--- src/rtl/cpu_types_pkg.sv ---
// Shared types for the cache/memory request protocol.
package cpu_types_pkg;

  // Response state reported by the RAM model on every cycle.
  typedef enum logic [1:0] {
    FREE   = 2'd0,
    BUSY   = 2'd1,
    ACCESS = 2'd2,
    ERROR  = 2'd3
  } ramstate_t;

  // Native machine word.
  typedef logic [31:0] word_t;

  // Memory arbiter FSM states; the grant is registered, so a request
  // always spends one cycle in IDLE before reaching the RAM.
  typedef enum logic [1:0] {
    IDLE    = 2'd0,
    GRANT_D = 2'd1,
    GRANT_I = 2'd2
  } arb_state_t;

endpackage

--- src/rtl/memory_arbiter.sv ---
// Memory-side responder for the icache/dcache request protocol.
// A registered FSM grants the single-ported RAM to one cache at a time.
// dcache normally wins; a saturating starvation counter forces an icache
// grant once STARVE_MAX dcache words completed while iREN was waiting.
module memory_arbiter
  import cpu_types_pkg::*;
#(
  parameter int ADDR_W     = 32,
  parameter int DATA_W     = 32,
  parameter int STARVE_MAX = 4
) (
  input  logic              CLK,
  input  logic              nRST,
  input  logic              iREN,
  input  logic [ADDR_W-1:0] iaddr,
  output logic              iwait,
  output logic [DATA_W-1:0] iload,
  input  logic              dREN,
  input  logic              dWEN,
  input  logic [ADDR_W-1:0] daddr,
  input  logic [DATA_W-1:0] dstore,
  output logic              dwait,
  output logic [DATA_W-1:0] dload,
  output logic              ramREN,
  output logic              ramWEN,
  output logic [ADDR_W-1:0] ramaddr,
  output logic [DATA_W-1:0] ramstore,
  input  logic [DATA_W-1:0] ramload,
  input  logic [1:0]        ramstate,
  output logic              ram_err
);

  localparam int CNT_W = $clog2(STARVE_MAX + 1);
  localparam logic [CNT_W-1:0] CNT_MAX = CNT_W'(STARVE_MAX);

  arb_state_t       state;
  arb_state_t       state_nxt;
  logic [CNT_W-1:0] starve_cnt;
  logic [CNT_W-1:0] starve_nxt;
  logic             set_err;
  logic             dreq;
  logic             force_i;
  ramstate_t        rs;

  // Saturating increment of the starvation counter.
  function automatic logic [CNT_W-1:0] sat_inc(input logic [CNT_W-1:0] c);
    return (c == CNT_MAX) ? c : c + CNT_W'(1);
  endfunction

  assign rs      = ramstate_t'(ramstate);
  assign dreq    = dREN | dWEN;
  assign force_i = iREN && (starve_cnt == CNT_MAX);

  // Load data is a plain pass-through; each cache qualifies it with its wait.
  assign iload = ramload;
  assign dload = ramload;

  // Registered control: FSM state, starvation counter and sticky error flag.
  always_ff @(posedge CLK or negedge nRST) begin
    if (!nRST) begin
      state      <= IDLE;
      starve_cnt <= '0;
      ram_err    <= 1'b0;
    end else begin
      state      <= state_nxt;
      starve_cnt <= starve_nxt;
      if (set_err) ram_err <= 1'b1;
    end
  end

  // Next-state decode and RAM/cache handshake outputs.
  always_comb begin
    state_nxt  = state;
    starve_nxt = starve_cnt;
    set_err    = 1'b0;
    iwait      = 1'b1;
    dwait      = 1'b1;
    ramREN     = 1'b0;
    ramWEN     = 1'b0;
    ramaddr    = '0;
    ramstore   = '0;

    case (state)
      IDLE: begin
        if (dreq && !force_i) begin
          state_nxt = GRANT_D;
        end else if (iREN) begin
          state_nxt = GRANT_I;
        end
      end

      GRANT_D: begin
        if (!dreq) begin
          // Request withdrawn: release the RAM without completing.
          state_nxt = IDLE;
        end else begin
          ramWEN   = dWEN;
          ramREN   = dREN & ~dWEN;
          ramaddr  = daddr;
          ramstore = dstore;
          case (rs)
            ACCESS: begin
              dwait      = 1'b0;
              state_nxt  = IDLE;
              starve_nxt = iREN ? sat_inc(starve_cnt) : '0;
            end
            ERROR: begin
              set_err   = 1'b1;
              state_nxt = IDLE;
            end
            default: ;
          endcase
        end
      end

      GRANT_I: begin
        if (!iREN) begin
          state_nxt = IDLE;
        end else begin
          ramREN  = 1'b1;
          ramaddr = iaddr;
          case (rs)
            ACCESS: begin
              iwait      = 1'b0;
              state_nxt  = IDLE;
              starve_nxt = '0;
            end
            ERROR: begin
              set_err   = 1'b1;
              state_nxt = IDLE;
            end
            default: ;
          endcase
        end
      end

      default: state_nxt = IDLE;
    endcase
  end

endmodule
--- config.mk ---
export PLATFORM = sky130hd
export DESIGN_NAME = memory_arbiter
export DESIGN_NICKNAME = d
export VERILOG_FILES = /design/src/rtl/cpu_types_pkg.sv /design/src/rtl/memory_arbiter.sv
export SDC_FILE = /design/constraint.sdc
export NUM_CORES = 1
export LEC_CHECK = 0
export CAP_MARGIN = 20
export CORE_AREA = 2 2 105 107
export DETAILED_ROUTE_END_ITERATION = 16
export DIE_AREA = 0 0 107 109
export PLACE_DENSITY = 0.7
export SLEW_MARGIN = 20
export SYNTH_ARGS = -nofsm -noshare
export SYNTH_HDL_FRONTEND = slang
export SYNTH_SLANG_ARGS = --single-unit
export TNS_END_PERCENT = 30
--- constraint.sdc ---
create_clock -name CLK -period 1.8 [get_ports CLK]
set_input_delay 0.27 -clock CLK [delete_from_list [all_inputs] [get_ports CLK]]
set_output_delay 0.27 -clock CLK [all_outputs]
set_load 0.005 [all_outputs]
==> reports/results.txt, run 1 <==
For the count of final max-slew check failures, the log shows 0. Leading cell type in the layout, fill and taps excluded: sky130_fd_sc_hd__clkdlybuf4s50_1. In the synthesized netlist the dominant register cell turns out to be sky130_fd_sc_hd__dfrtp_1. Global routing finished with a remaining overflow of 0. The run gives 518 as the net count of the finished layout. Counting along the longest clock path gives a buffer depth of 2. The run gives 0 as the initial antenna violation count. Setup repair after global routing could not meet its margin everywhere. For this run, asynchronously set or reset flops after synthesis account for 100.0%. The final critical-path setup slack came out at -291.0 ps. The detail route stage leaves a number of antenna-violating nets equal to 0. The logs give 0 for the count of antenna diodes in the layout and 1820 ps for the data arrival time of the critical path. Setup slack on the worst reg-to-reg path comes out at -180 ps. In this run the tightest slew margin relative to its limit is 80.04%.

Area of the die: 11660 µm². The final reports fail on setup timing. Number of vias after detailed routing: 2048.

Worst min-delay path category: in2async. Entering global routing, the biggest net connects 23 pins. The number of hold-repair buffers added at the cts stage is 0, and the fraction of the cycle the final worst path needs is 116.2%. The clock arrives with 3.375 ps of skew. The number of nets in the synthesized netlist is 368.

The tools report the number of different library cells in the post-synthesis netlist as 32. The logs give 1 for the H-tree depth and 65 for the total setup violations reported at the end of the flow. Setup total negative slack on the finished layout was measured at -8811 ps. Measured in cells, the most critical reg-to-reg path has a length of 9. For the synthesized cell area, the log shows 1662 µm². The maximum net fanout on the critical path came out at 6. Timing would allow up to 478.2 MHz. Measured along the x axis, the die boundary spans 107 µm. In this run, the number of DRC markers left after iteration 0 of detailed routing was 61. Element type at the critical path end: an output port.

The count of buffers added on input and output ports is 171. In the global route stage, overall resource usage came out at 12.24%. TritonCTS built the clock tree.

The core area was 10600 µm². The largest vdd supply drop is 0.0004828 V. Transition at the pin with the smallest max-transition slack: 296.2 ps.

Number of synthesized flops with an enable pin: 0. For the sequential element share of the synthesized area, the log shows 9.036%. Once the floorplan was initialized, standard cells occupied 15.67% of the core. The clock net in this run drives a total of 6 sinks.

The worst path needs 2091 ps of the cycle, external delays included. Dividing the synthesized area by the synthesized cell count gives 7.320 µm². The flow ran to the end, but the final reports show violations. Wires add up to 7.854 mm. In this run, synthesis produced a sequential element count of 6. The worst setup path is launched from a register. In the final routed layout, each cell accounts on average for 15.25 µm.

The tools report the cell count after synthesis as 227. The Yosys step of the flow raised 0 warnings. Global-route wire length before repair: 11.30 mm.

The worst register-to-register path ends at starve_cnt[0]. The HPWL after detailed placement is 5.334 mm. The global placer's final weighted congestion is 0.6872, and the proportion of layout cells with a drive suffix above 1 is 48.80%. The number of instances in the placed design was 480; the per-cell via count in the routed design was 3.977.

The insertion delay of the later-clocked pin in the worst-skew pair is 220 ps. The die is 109 µm tall. The layout overhead on the synthesized area is 120.8%. For this design the ratio of total power to cell area is 898.2 nW/µm². The tools report the number of buffers created by CTS as 3. In the routed design, unresolved DRC markers number 0. The non-filler instance count after layout was 515. The clock input transition at the sequential cells of the worst setup and hold paths was 40 ps. The leakage power was 1.541 nW; the I/O pin count was 268. In the layout the commonest cells are 102 x sky130_fd_sc_hd__clkdlybuf4s50_1, 33 x sky130_fd_sc_hd__nor2b_1, 32 x sky130_fd_sc_hd__a22oi_2.

Startpoint of the worst-slack reg-to-reg timing path: state[1]. STA puts the critical path data required time at 1530 ps. The tools report the buffer cell driving the clock tree root as sky130_fd_sc_hd__clkbuf_8. The kind of critical path is reg2out. The via count of the first global-routing pass was 2104.

Before antenna repair, the detailed router went through 4 iterations. The logs give 0 for the final number of hold-violating endpoints and 0 for the max-cap check violation count. The tools report the row count as 38.
-- worst max-delay path by stage --
stage               cells after the start  slack [ps]      from     endpoint
global route                            9        -360  state[1]  ramaddr[10]
detailed placement                      6        -470      dREN   ramaddr[2]
global placement                        6        -430      dREN   ramaddr[3]
finish                                  9        -290  state[1]  ramaddr[21]
floorplan                               7         140  state[1]  ramaddr[18]
CTS                                     8        -310  state[1]   ramaddr[7]
-- metrics by stage --
stage	power (mW)	worst slack (ps)	cell area, µm²	hold slack, ps	utilization, %
floorplan	1.257	137.5	1662	-25.59	-
global placement	2.415	-431.4	3209	476.0	30.27
detailed placement	2.455	-467.3	3209	490.5	30.27
CTS	3.351	-308.4	3721	293.3	35.10
global route	3.550	-362.0	3669	306.5	34.60
finish	3.295	-291.0	3669	289.4	34.60
-- power by group --
part,internal (mW),total [mW],switching (mW)
logic,1.75,2.87,1.12
registers,0.183,0.226,0.0430
clock network,0.143,0.198,0.0546
total,2.07,3.30,1.22
-- worst max-delay path, cell delays in order, from the launching register on --
cell                      delay [ps]
sky130_fd_sc_hd__dfrtp_1         400
sky130_fd_sc_hd__buf_6           130
sky130_fd_sc_hd__buf_6           110
sky130_fd_sc_hd__ha_4            150
sky130_fd_sc_hd__and2_4          210
sky130_fd_sc_hd__buf_12          160
sky130_fd_sc_hd__buf_6           120
sky130_fd_sc_hd__a22oi_2         130
sky130_fd_sc_hd__nor2b_1          70
sky130_fd_sc_hd__buf_2           120
-- flip-flops by register name, indices dropped and copies added, names as in the netlist --
| register | count |
|---|---|
| state | 2 |
| starve_cnt | 3 |
| ram_err | 1 |
-- layout make-up --
| class | instances | area [µm²] |
|---|---|---|
| repair buffers | 223 | 2064 |
| clock buffers | 3 | 41.29 |
| inverters | 6 | 25.02 |
| well taps | 140 | 175.2 |
| fillers | 1081 | 6934 |
| multi-input cells | 137 | 1211 |
| flip-flops and latches | 6 | 151.4 |
-- kinds of logic after synthesis --
kind of cell / after synthesis / share of synthesized area [%]
AOI/OAI and AO/OA: 45 / 19.80
muxes: 2 / 1.506
DFF: 6 / 9.036
buffers and inverters: 84 / 33.89
and+or+nand+nor: 84 / 31.25
adders and majority gates: 6 / 4.518
-- routing by layer --
metal / vias to the layer above / routed length, µm / track usage (%)
met2: 77 / 4359 / 23.29
met5: - / 0 / 0
met3: 15 / 458 / 2.212
met1: 962 / 2957 / 14.18
li1: 994 / - / -
met4: 0 / 78 / 2.783
-- what timing repair did --
item,CTS,global route
resized for setup,265,67
cloned,6,1
endpoints found under the setup margin,71,71
pin swaps,18,13
setup buffers,19,11
-- cell usage after synthesis (all sizes together) (2+ instances only) --
cell type	count	area share, %
o21a	2	0.90
a22oi	32	14
nor2	5	1.1
dfrtp	6	9.0
nor2b	33	12
clkbuf	8	1.8
and2	33	13
a21oi	2	0.60
inv	6	1.4
nand2b	2	0.75
ha	6	4.5
nand2	2	0.45
buf	70	31
o21ai	4	1.2
No activity file was read; power rests on OpenSTA's default activity.
==> run 2: changes to the inputs <==
--- a/config.mk
+++ b/config.mk
@@ -7,6 +7,7 @@
 export LEC_CHECK = 0
 export CAP_MARGIN = 20
 export CORE_AREA = 2 2 105 107
+export CTS_BUF_LIST = sky130_fd_sc_hd__clkbuf_4 sky130_fd_sc_hd__clkbuf_8
 export DETAILED_ROUTE_END_ITERATION = 16
 export DIE_AREA = 0 0 107 109
 export PLACE_DENSITY = 0.7
==> results of run 2 <==
Same layout as run 1: the final DEF is identical, and so are final timing and power.
